**src/rtl/uart_rx_cfg.sv**
```systemverilog
// Parametrised UART receiver.
// The rx pin passes through a 2-flop synchroniser. Each bit is decided by a
// 3-sample majority vote around the bit centre. The receiver flags parity,
// framing and overrun errors. Received words leave on a valid/ready handshake.
module uart_rx_cfg #(
   parameter int CLK_FREQ   = 50_000_000,
   parameter int BAUD_RATE  = 9600,
   parameter int DATA_BITS  = 8,
   parameter int PARITY     = 0,   // 0 none, 1 odd, 2 even
   parameter int STOP_BITS  = 1,
   parameter int OVERSAMPLE = 16
) (
   input  logic                 clk,
   input  logic                 rst_n,
   input  logic                 rx,
   output logic [DATA_BITS-1:0] rx_data,
   output logic                 rx_valid,
   input  logic                 rx_ready,
   output logic                 parity_err,
   output logic                 frame_err,
   output logic                 overrun,
   output logic                 busy
);

   localparam int DIV    = CLK_FREQ / (BAUD_RATE * OVERSAMPLE);
   localparam int DIV_W  = (DIV < 1) ? 1 : $clog2(DIV + 1);
   localparam int OS_W   = $clog2(OVERSAMPLE);
   localparam int BIT_W  = $clog2(DATA_BITS + 1);
   localparam int SAMP_A = OVERSAMPLE / 2 - 1;
   localparam int SAMP_B = OVERSAMPLE / 2;
   localparam int SAMP_C = OVERSAMPLE / 2 + 1;

   // Parameter legality is checked once, at elaboration.
   if (DATA_BITS < 5 || DATA_BITS > 9 || PARITY < 0 || PARITY > 2 ||
       STOP_BITS < 1 || STOP_BITS > 2 || OVERSAMPLE < 8 ||
       (OVERSAMPLE % 2) != 0 || DIV < 1) begin : g_param_err
      $error("uart_rx_cfg: illegal parameter combination");
   end

   localparam logic [2:0] ST_IDLE   = 3'd0;
   localparam logic [2:0] ST_START  = 3'd1;
   localparam logic [2:0] ST_DATA   = 3'd2;
   localparam logic [2:0] ST_PARITY = 3'd3;
   localparam logic [2:0] ST_STOP   = 3'd4;

   logic [DIV_W-1:0]     div_q, div_d;
   logic                 os_tick;
   logic                 sync1_q, sync1_d;
   logic                 rx_s_q, rx_s_d;
   logic [2:0]           state_q, state_d;
   logic                 armed_q, armed_d;
   logic [OS_W-1:0]      samp_cnt_q, samp_cnt_d;
   logic [BIT_W-1:0]     bit_cnt_q, bit_cnt_d;
   logic [1:0]           samp_q, samp_d;
   logic [DATA_BITS-1:0] shift_q, shift_d;
   logic                 par_flag_q, par_flag_d;
   logic                 frm_flag_q, frm_flag_d;
   logic [DATA_BITS-1:0] rx_data_q, rx_data_d;
   logic                 rx_valid_q, rx_valid_d;
   logic                 parity_err_q, parity_err_d;
   logic                 frame_err_q, frame_err_d;
   logic                 overrun_q, overrun_d;
   logic                 vote;
   logic                 at_vote;
   logic                 complete;
   logic                 accept;

   // Free-running oversample divider and the two synchroniser stages.
   always_comb begin
      // NOTE: every combinational output gets a default first so no latch is inferred.
      div_d   = div_q + DIV_W'(1);
      os_tick = 1'b0;
      if (div_q == DIV_W'(DIV - 1)) begin
         div_d   = '0;
         os_tick = 1'b1;
      end
      sync1_d = rx;
      rx_s_d  = sync1_q;
   end

   // Receive FSM, centre sampling and the valid/ready output handshake.
   always_comb begin
      state_d      = state_q;
      armed_d      = armed_q | ((state_q == ST_IDLE) & rx_s_q);
      samp_cnt_d   = samp_cnt_q;
      bit_cnt_d    = bit_cnt_q;
      samp_d       = samp_q;
      shift_d      = shift_q;
      par_flag_d   = par_flag_q;
      frm_flag_d   = frm_flag_q;
      rx_data_d    = rx_data_q;
      rx_valid_d   = rx_valid_q;
      parity_err_d = parity_err_q;
      frame_err_d  = frame_err_q;
      overrun_d    = 1'b0;
      complete     = 1'b0;

      vote    = (samp_q[0] & samp_q[1]) | (samp_q[0] & rx_s_q) | (samp_q[1] & rx_s_q);
      at_vote = os_tick && (samp_cnt_q == OS_W'(SAMP_C));
      accept  = rx_valid_q & rx_ready;

      // The sample counter runs through each bit period while a frame is active.
      if (os_tick && state_q != ST_IDLE) begin
         if (samp_cnt_q == OS_W'(SAMP_A)) samp_d[0] = rx_s_q;
         if (samp_cnt_q == OS_W'(SAMP_B)) samp_d[1] = rx_s_q;
         samp_cnt_d = (samp_cnt_q == OS_W'(OVERSAMPLE - 1)) ? '0 : samp_cnt_q + OS_W'(1);
      end

      case (state_q)
         ST_IDLE: begin
            samp_cnt_d = '0;
            bit_cnt_d  = '0;
            if (os_tick && armed_q && !rx_s_q) begin
               state_d    = ST_START;
               par_flag_d = 1'b0;
               frm_flag_d = 1'b0;
            end
         end
         ST_START: begin
            if (at_vote) begin
               if (vote) begin
                  // A high vote means the falling edge was only a glitch.
                  state_d = ST_IDLE;
                  armed_d = 1'b0;
               end else begin
                  state_d   = ST_DATA;
                  bit_cnt_d = '0;
               end
            end
         end
         ST_DATA: begin
            if (at_vote) begin
               shift_d = {vote, shift_q[DATA_BITS-1:1]};
               if (bit_cnt_q == BIT_W'(DATA_BITS - 1)) begin
                  bit_cnt_d = '0;
                  state_d   = (PARITY != 0) ? ST_PARITY : ST_STOP;
               end else begin
                  bit_cnt_d = bit_cnt_q + BIT_W'(1);
               end
            end
         end
         ST_PARITY: begin
            if (at_vote) begin
               // Odd parity wants an odd total of ones, even parity an even total.
               par_flag_d = (PARITY == 1) ? ~(^shift_q ^ vote) : (^shift_q ^ vote);
               state_d    = ST_STOP;
            end
         end
         ST_STOP: begin
            if (at_vote) begin
               if (!vote) frm_flag_d = 1'b1;
               if (bit_cnt_q == BIT_W'(STOP_BITS - 1)) begin
                  // Finish at the centre of the last stop bit so that a
                  // back-to-back start edge is not missed. The line must go
                  // high again before the next frame can start, so a break
                  // produces only one word.
                  complete  = 1'b1;
                  state_d   = ST_IDLE;
                  armed_d   = 1'b0;
                  bit_cnt_d = '0;
               end else begin
                  bit_cnt_d = bit_cnt_q + BIT_W'(1);
               end
            end
         end
         default: begin
            state_d = ST_IDLE;
            armed_d = 1'b0;
         end
      endcase

      // A new word is loaded if the slot is free or is being freed this
      // cycle. Otherwise the new word is dropped and the held word is kept.
      if (complete && (!rx_valid_q || accept)) begin
         rx_data_d    = shift_d;
         rx_valid_d   = 1'b1;
         parity_err_d = par_flag_d;
         frame_err_d  = frm_flag_d;
      end else if (complete) begin
         overrun_d = 1'b1;
      end else if (accept) begin
         rx_valid_d = 1'b0;
      end
   end

   // State registers; synchroniser flops reset high so reset never looks like a start bit.
   always_ff @(posedge clk or negedge rst_n) begin
      if (!rst_n) begin
         div_q        <= '0;
         sync1_q      <= 1'b1;
         rx_s_q       <= 1'b1;
         state_q      <= ST_IDLE;
         armed_q      <= 1'b0;
         samp_cnt_q   <= '0;
         bit_cnt_q    <= '0;
         samp_q       <= '0;
         shift_q      <= '0;
         par_flag_q   <= 1'b0;
         frm_flag_q   <= 1'b0;
         rx_data_q    <= '0;
         rx_valid_q   <= 1'b0;
         parity_err_q <= 1'b0;
         frame_err_q  <= 1'b0;
         overrun_q    <= 1'b0;
      end else begin
         // NOTE: non-blocking assignments make every flop update from the pre-edge values.
         div_q        <= div_d;
         sync1_q      <= sync1_d;
         rx_s_q       <= rx_s_d;
         state_q      <= state_d;
         armed_q      <= armed_d;
         samp_cnt_q   <= samp_cnt_d;
         bit_cnt_q    <= bit_cnt_d;
         samp_q       <= samp_d;
         shift_q      <= shift_d;
         par_flag_q   <= par_flag_d;
         frm_flag_q   <= frm_flag_d;
         rx_data_q    <= rx_data_d;
         rx_valid_q   <= rx_valid_d;
         parity_err_q <= parity_err_d;
         frame_err_q  <= frame_err_d;
         overrun_q    <= overrun_d;
      end
   end

   assign rx_data    = rx_data_q;
   assign rx_valid   = rx_valid_q;
   assign parity_err = parity_err_q;
   assign frame_err  = frame_err_q;
   assign overrun    = overrun_q;
   assign busy       = (state_q != ST_IDLE);

endmodule

```
**config.mk**
```make
export PLATFORM = sky130hd
export DESIGN_NAME = uart_rx_cfg
export DESIGN_NICKNAME = d
export VERILOG_FILES = /design/src/rtl/uart_rx_cfg.sv
export SDC_FILE = /design/constraint.sdc
export NUM_CORES = 1
export LEC_CHECK = 0
export CORE_MARGIN = 4
export CORE_UTILIZATION = 56
export DETAILED_ROUTE_END_ITERATION = 8
export DONT_BUFFER_PORTS = 1
export PLACE_DENSITY = 0.82
export SLEW_MARGIN = 0
export SYNTH_ARGS = -nofsm -noshare
export SYNTH_HDL_FRONTEND = slang
export SYNTH_SLANG_ARGS = --single-unit
export TNS_END_PERCENT = 50
```
**constraint.sdc**
```tcl
create_clock -name clk -period 2.55 [get_ports clk]
set_clock_uncertainty 0.05 [all_clocks]
set_input_delay 0.3825 -clock clk [delete_from_list [all_inputs] [get_ports clk]]
set_output_delay 0.3825 -clock clk [all_outputs]
set_load 0.03 [all_outputs]
```
== After elaboration in Yosys (flattened, before gate mapping) ==
Index checks and enable logic that the tools add are counted.

* Register bits after elaboration: 47
* Latch bits: 0
* RAM bits: 0
* ROM bits: 0
* Input bits: 4
* Output and inout bits: 13
* Logic and storage cells: 112
* Memories kept: 0

* $add $sub $neg: 3
* Multipliers: 0
* Div/mod/pow operators: 0
* $lt $le $gt $ge: 0
* Eq/ne operators: 19
* Shift operators: 0
* Mux-type cells: 43
* Bitwise operators: 9
* Reductions and logical operators: 21

{| class="wikitable"
|+ Operator list
! cell !! number
|-
| $mux W4 || 9
|-
| $mux W3 || 7
|-
| $mux W1 || 18
|-
| $mux W8 || 2
|-
| $pmux W4 S4 || 1
|-
| $pmux W3 S5 || 1
|-
| $ne A2 B2 Y1 const B || 7
|-
| $eq A4 B4 Y1 const B || 3
|-
| $add A9 B1 Y9 const B || 1
|-
| $eq A9 B9 Y1 const B || 1
|-
| $mux W9 || 1
|-
| $add A4 B1 Y4 const B || 2
|-
| $eq A4 B3 Y1 const B || 2
|-
| $reduce_xor A8 Y1 || 1
|-
| $reduce_and A7 Y1 || 1
|-
| $eq A3 B2 Y1 const B || 2
|-
| $reduce_and A2 Y1 || 3
|-
| $and A1 B1 Y1 || 5
|-
| $logic_and A1 B1 Y1 || 5
|-
| $reduce_and A5 Y1 || 1
|-
| $logic_not A4 Y1 || 1
|-
| $ne A2 B1 Y1 const B || 2
|-
| $pmux W1 S2 || 2
|-
| $reduce_bool A2 Y1 || 2
|-
| other kinds (12) || 15
|}

== Longest topological paths before layout ==
Gate-level depths: netlist of the first run.

* Word-level depth: 8
* Gate-level depth with buffers: 9
* Depth with buffers taken out: 7

== Worst setup path before layout of the first run ==
Ideal clock, no wire load.

* Kind: reg2reg
* Start point: register bit_cnt_q[0]
* End point: register rx_data_q[0], in the netlist rx_data[0]
* Setup time: 0.125 ns
* Arrival time: 2.291 ns
* Data required time: 2.375 ns
* Path slack: 0.083 ns
* Stages on the path, launching flop included: 8
* Path buffers: 1
* Period minus slack after synthesis: 2.467 ns
* Path through: dfrtp_1 > inv_1 > ha_1 > or3b_4 > or4b_4 > or3b_4 > buf_6 > mux2_4

* Cells in the longest elaborated chain, start to end: 5

{| class="wikitable"
|+ Ends and longest elaborated chain
! element !! line !! text
|-
| start, declared || 53 || <nowiki>logic [BIT_W-1:0] bit_cnt_q, bit_cnt_d;</nowiki>
|-
| start signal, assigned || 213 || <nowiki>bit_cnt_q <= bit_cnt_d;</nowiki>
|-
| $logic_not A4 Y1 || 152 || <nowiki>if (bit_cnt_q == BIT_W'(STOP_BITS - 1)) begin</nowiki>
|-
| $mux W1 || 152 ||
|-
| $mux W1 || 150 || <nowiki>if (at_vote) begin</nowiki>
|-
| $mux W1 || 109 || <nowiki>case (state_q)</nowiki>
|-
| $logic_and A1 B1 Y1 || 174 || <nowiki>if (complete && (!rx_valid_q || accept)) begin</nowiki>
|-
| end signal, assigned || 218 || <nowiki>rx_data_q <= rx_data_d;</nowiki>
|-
| end, declared || 58 || <nowiki>logic [DATA_BITS-1:0] rx_data_q, rx_data_d;</nowiki>
|}

Every way passes these cells.
A chain may end at the register's enable or synchronous reset.

== Worst setup path in the final report of the first run ==
* Start point: register bit_cnt_q[1]
* End point: register rx_data_q[3], in the netlist rx_data[3]

Same word-level chain as after synthesis.

==> out/metrics.cfg, run 1 <==
[placed_design]
dp.cells = 253
port_buffers = 0
gp_congestion = 0.8237
hpwlAfterDp_mm = 2.884

[clocking]
root_buffer = clkbuf_8
clock_sinks = 47
clkLatencyLatePin_ps = 310
htreeDepth = 2
cts_tree = yes
cts.path.max_buffers = 2
cts_buffers = 5
clk_pin_slew_ps = 90

[logic_synthesis]
syn_avg_cell_area_um2 = 11.40
seq_area_frac_synth_pct = 50.92
synth_nets = 214
synth_edf_count = 0
synth_cell_types = 47
syn_area_um2 = 2315
yosysWarnings = 0
synthArstFlopShare_pct = 100.0
synth_flop_cell = dfrtp_1
synthCells = 203
synth_seq_cells = 47

[die]
initial_utilization_pct = 57.87
pin_count = 17
chipWidth_um = 72.29
num_rows = 23
dieArea_um2 = 5226
fp.dieH_um = 72.29
core_area_um2 = 4000

[sta]
setup_viol = 0
finalCritPeriodShare_pct = 97.40
hold_violations = 0
slew_viol_final = 0
tightest_slew_ps = 523.2
rsz0062_at_grt = false
min_period_ps = 2484
relSlewSlack_pct = 64.63
hold_ws_ps = 265.7
setup_tns_ps = 0
fmax_mhz = 402.6

[cells_and_area]
drive_above_1_share_pct = 22.22
areaGrowthSynthToFinish_pct = 10.86
instances_no_fill = 266
layout_common_cells = 45 x dfrtp_1, 13 x a21oi_1, 12 x xnor2_1
fin_nets = 226
diodes = 0
final_common_cell = dfrtp_1

[route]
antenna_left = 0
route.detailed.drc = 0
avgRoutedWirePerCell_um = 16.61
firstDrtPassIters = 4
dr.first_iter.drc_count = 171
viasPerCell = 5.883
route.vias.total = 1565
totalWireLength_mm = 4.418

[worst_setup_path]
endpoint_kind = flop
arrival_ps = 2630
worstSetupPathType = reg2reg
critical_path_peak_fanout = 6
start_kind = flop
worstPathRequired_ps = 2700

[worst_hold_path]
holdCritPathClass = in2reg

[grt]
grt_pass1_wl_mm = 7.341
grt.total_usage_pct = 18.52
grt_pass1_vias = 1569
antenna_found_initial = 0
grt_max_degree = 48
grt-ovfl-total = 0

[job]
max_cap_violations = 0

[outcome]
status = completed

[power]
powerDensity_nw_per_um2 = 488.3
leakagePower_uw = 0.001195
power_uw = 1253
ir_drop_mv = 0.4864

## critical path, cell delays in order (launching register included)
cell and delay, ps:
dfrtp_1 410, inv_1 60, ha_1 130, or3b_4 390
or4b_4 510, or3b_4 490, mux2_4 320
## through the flow
| step | instance area, um^2 | util (%) | setup slack (ps) |
|---|---|---|---|
| global placement | 2395 | 59.87 | 100.8 |
| global route | 2566 | 64.15 | 19.26 |
| finish | 2566 | 64.15 | 66.40 |
| floorplan | 2315 | - | 83.47 |
| CTS | 2541 | 63.53 | 25.09 |
| detailed placement | 2395 | 59.87 | 26.61 |
## cell type report
class | count | area (um^2)
fill | 318 | 1434
clock buffer | 6 | 82.58
clock inverter | 2 | 16.27
inverter | 9 | 33.78
multi-input combinational | 141 | 1085
timing repair buffer | 11 | 107.6
sequential | 47 | 1179
tap | 50 | 62.56
## repair_timing
action	CTS	global route
buffers inserted	0	1
gates resized for setup	0	2
setup endpoints to repair	0	10
hold buffers	3	0
endpoints found under the hold margin	48	0
## Yosys cell counts (3+ instances only)
library cell | count | share of area [%]
a21oi_1 | 13 | 2.8
and3_1 | 4 | 1.1
clkbuf_1 | 5 | 0.81
dfrtp_1 | 45 | 49
ha_1 | 7 | 3.8
inv_1 | 9 | 1.5
mux2_2 | 11 | 5.4
mux2_4 | 8 | 5.2
nand2_1 | 11 | 1.8
nand3_1 | 9 | 1.9
nand3b_1 | 3 | 0.97
nor2_1 | 9 | 1.5
nor3_1 | 5 | 1.1
o21ai_0 | 7 | 1.5
xnor2_1 | 12 | 4.5
xor2_1 | 5 | 1.9
## cell families (layout without fill, tap and decap cells)
kind of cell | after synthesis | count (layout) | synth area share [%]
AND/OR/NAND/NOR | 63 | 64 | 16.05
flip-flops | 47 | 47 | 50.92
AO/OA/AOI/OAI | 33 | 33 | 8.865
multiplexers | 19 | 19 | 10.54
XOR/XNOR | 17 | 17 | 6.432
buffers and inverters | 16 | 28 | 2.973
adder cells (fa/ha/maj) | 8 | 8 | 4.216
## worst paths after layout
| check | start | to | slack [ps] | depth (start not counted) |
|---|---|---|---|---|
| min | rx_ready | overrun | 270 | 2 |
| max in group asynchronous | rst_n | rx_s_d | 1660 | 2 |
| max reg2reg | bit_cnt_q[1] | rx_data[3] | 70 | 6 |
| min in group asynchronous | rst_n | rx_data[1] | 510 | 2 |
| max | bit_cnt_q[1] | rx_data[3] | 70 | 6 |
| min reg2reg | rx_s_d | rx_s_q | 320 | 0 |
## sequential cells by signal, summed over array words and instances (netlist names), 2 cells and up
signal / flops
div_q: 9
rx_data: 8
shift_q: 8
bit_cnt_q: 4
samp_cnt_q: 4
state_q: 3
samp_q: 2
## power by group
group | switching [uW] | leakage, uW | internal, uW
clock network | 261 | 0.0000474 | 221
logic | 14.4 | 0.000517 | 7.17
registers | 1.45 | 0.000630 | 747
## routing by layer
| layer | up-vias | GRT usage (%) | wire, um |
|---|---|---|---|
| met5 | - | 0 | 0 |
| met4 | 0 | 11.06 | 141 |
| met3 | 12 | 3.740 | 208 |
| met2 | 50 | 27.20 | 2017 |
| met1 | 767 | 25.32 | 2051 |
| li1 | 736 | - | - |
(Power assumes the default switching activity.)
==> inputs of run 2 (changes only) <==
--- a/config.mk
+++ b/config.mk
@@ -10,7 +10,6 @@
 export DETAILED_ROUTE_END_ITERATION = 8
 export DONT_BUFFER_PORTS = 1
 export PLACE_DENSITY = 0.82
-export SLEW_MARGIN = 0
 export SYNTH_ARGS = -nofsm -noshare
 export SYNTH_HDL_FRONTEND = slang
 export SYNTH_SLANG_ARGS = --single-unit
==> results of run 2 <==
The final DEF is identical to that of run 1; final timing and power are the same.
==> RTL edit: new RTL, config.mk and constraints of run 2 <==
`OVERSAMPLE`: 16 -> 64.
--- a/src/rtl/uart_rx_cfg.sv
+++ b/src/rtl/uart_rx_cfg.sv
@@ -8,7 +8,7 @@
    parameter int DATA_BITS  = 8,
    parameter int PARITY     = 0,   // 0 none, 1 odd, 2 even
    parameter int STOP_BITS  = 1,
-   parameter int OVERSAMPLE = 16
+   parameter int OVERSAMPLE = 64
 ) (
    input  logic                 clk,
    input  logic                 rst_n,
Behaviour: same outputs for any inputs over 10 cycles, from zero or initial values and one cycle with rst_n low; that may be too few to reach the edited logic, so the function may still have changed.
==> RTL edit against run 2 <==
Total power up 6.8%. Setup slack gained 0.28 ns. Hold slack lost 0.25 ns. Design area rose by 1.5%. Sequential cell count unchanged. Routed wire length rose by 5.8%. Final cell count up 2.6%. Via count grew 5.0%. Global-route usage rose by 0.59 points. Synthesized area increased by 2.3%. Highest routed layer unchanged.
==> RTL edit: results (changes against run 2) <==
| Metric | Value |
|---|---|
| Status | finished, final reports clean (unchanged) |
| Reg-to-Reg Start | samp_cnt_q[3]$_DFFE_PN0P_ (was bit_cnt_q[1]$_DFFE_PN0P_) |
| Buffering overhead | 3.17% (was 4.19%) |
| Slowest cell on crit path | dfrtp_1 (was or4b_4) |
| HP Start | rx (was rx_ready) |
| Worst vdd ir | 0.000369 V (was 0.000486 V) |
| Layout inverter count without the clock tree | 12 (was 9) |
| Syn_nets | 223 (was 214) |
| Worst Setup EP | bit_cnt_q[3]$_DFFE_PN0P_ (was rx_data[3]$_DFFE_PN0P_) |
| H-tree depth | 2 (unchanged) |
| Iter 0 DRT Violations | 124 (was 171) |
| Cells after Synth | 212 (was 203) |
| Num sequential | 47 (unchanged) |
| Global-route wire length before repair | 7680 µm (was 7340 µm) |
| WP data arrival | 2.33 ns (was 2.63 ns) |
| Hold endpoint | rx_s_d$_DFF_PN1_ (was overrun$_DFF_PN0_) |
| Max incr delay on CP | 0.46 ns (was 0.51 ns) |
| Drt via density | 6.02 (was 5.88) |
| Int Pwr | 1.05 mW (was 976 µW) |
| Seq/Total Area, Yosys | 49.8% (was 50.9%) |
| Slew @ Worst Pin | 0.487 ns (was 0.523 ns) |
| Count of multi-input combinational gates | 148 (was 141) |
| Async SR Flop Fraction | 100% (unchanged) |
| Fill count | 288 (was 318) |
| Met3 wire len | 236 µm (was 208 µm) |
| Pre-Repair DR Iteration Count | 6 (was 4) |
| Share of post-route cells with drive strength above 1 | 19.3% (was 22.2%) |
| Met1 global-route usage | 25.2% (was 25.3%) |
| Total detailed-routing wirelength | 4680 µm (was 4420 µm) |
| Largest cells by area after synthesis | dfrtp_1 (48%), mux2_2 (5.7%), mux2_4 (5.1%) (was dfrtp_1 (49%), mux2_2 (5.4%), mux2_4 (5.2%)) |
| Post-synth top cells | dfrtp_1 (45), nor2_1 (20), a21oi_1 (13) (was dfrtp_1 (45), a21oi_1 (13), xnor2_1 (12)) |
| Met3 usage | 3.58% (was 3.74%) |
| Clock buf/inv share | 4.42% (was 3.85%) |
| Reg2Reg Depth | 5 (was 6) |
| Via count | 1643 (was 1565) |
| Leakage | 1.15 nW (was 1.19 nW) |
| WHS Path Cells | 0 (was 2) |
| Fraction of area in multi-input gates | 43.0% (was 42.3%) |
| CLK BUF | 5 (was 6) |
| Buffers, non-clock | 8 (was 11) |
| Reg2reg setup slack | 0.35 ns (was 0.07 ns) |
| Met2 GRT Util | 31.2% (was 27.2%) |
| # nets final | 233 (was 226) |
| WL met2 | 2300 µm (was 2020 µm) |
| Largest delay share family, worst path | simple AND/OR/NAND/NOR gates (unchanged) |
| Cell variety after synth | 46 (was 47) |
| Hold buffers post-CTS | 2 (was 3) |
| Detail Placement HPWL | 3010 µm (was 2880 µm) |
| All-layer global routing usage | 19.1% (was 18.5%) |
| Clock group | 567 µW (was 483 µW) |
| Placed cell count | 263 (was 253) |
| Met1 WL | 2070 µm (was 2050 µm) |
| Routability cong. | 0.902 (was 0.824) |
[RTL edit: cell count changes after synthesis, sizes merged, moves of 3 or more]
cell | run 2 | this run
or3b | 3 | 0
nand4 | 2 | 8
o21ai | 7 | 3
nor3b | 0 | 3
nor2 | 9 | 20
nand3b | 3 | 0
[RTL edit: stage by stage]
stage                     setup WS [ns]  utilization, %  cell area, µm²  power (mW)  hold WS (ns)
after global routing              0.177            64.2            2610        1.38       0.00197
final                             0.350            64.2            2610        1.34        0.0157
after global placement            0.482            60.4            2450       0.767        0.0382
after detailed placement          0.392            60.4            2450       0.767        0.0379
after floorplan                   0.552               -            2370       0.765        0.0369
after CTS                         0.332            64.2            2610        1.34        0.0150
[RTL edit: cells by family after synthesis]
family,synth area share [%]
AOI/OAI and AO/OA,9.62
xor gates and xnor gates,5.55
adders and majority gates,4.12
buffers and inverters,2.91
DFF,49.8
muxes,11.6
and+or+nand+nor,16.4
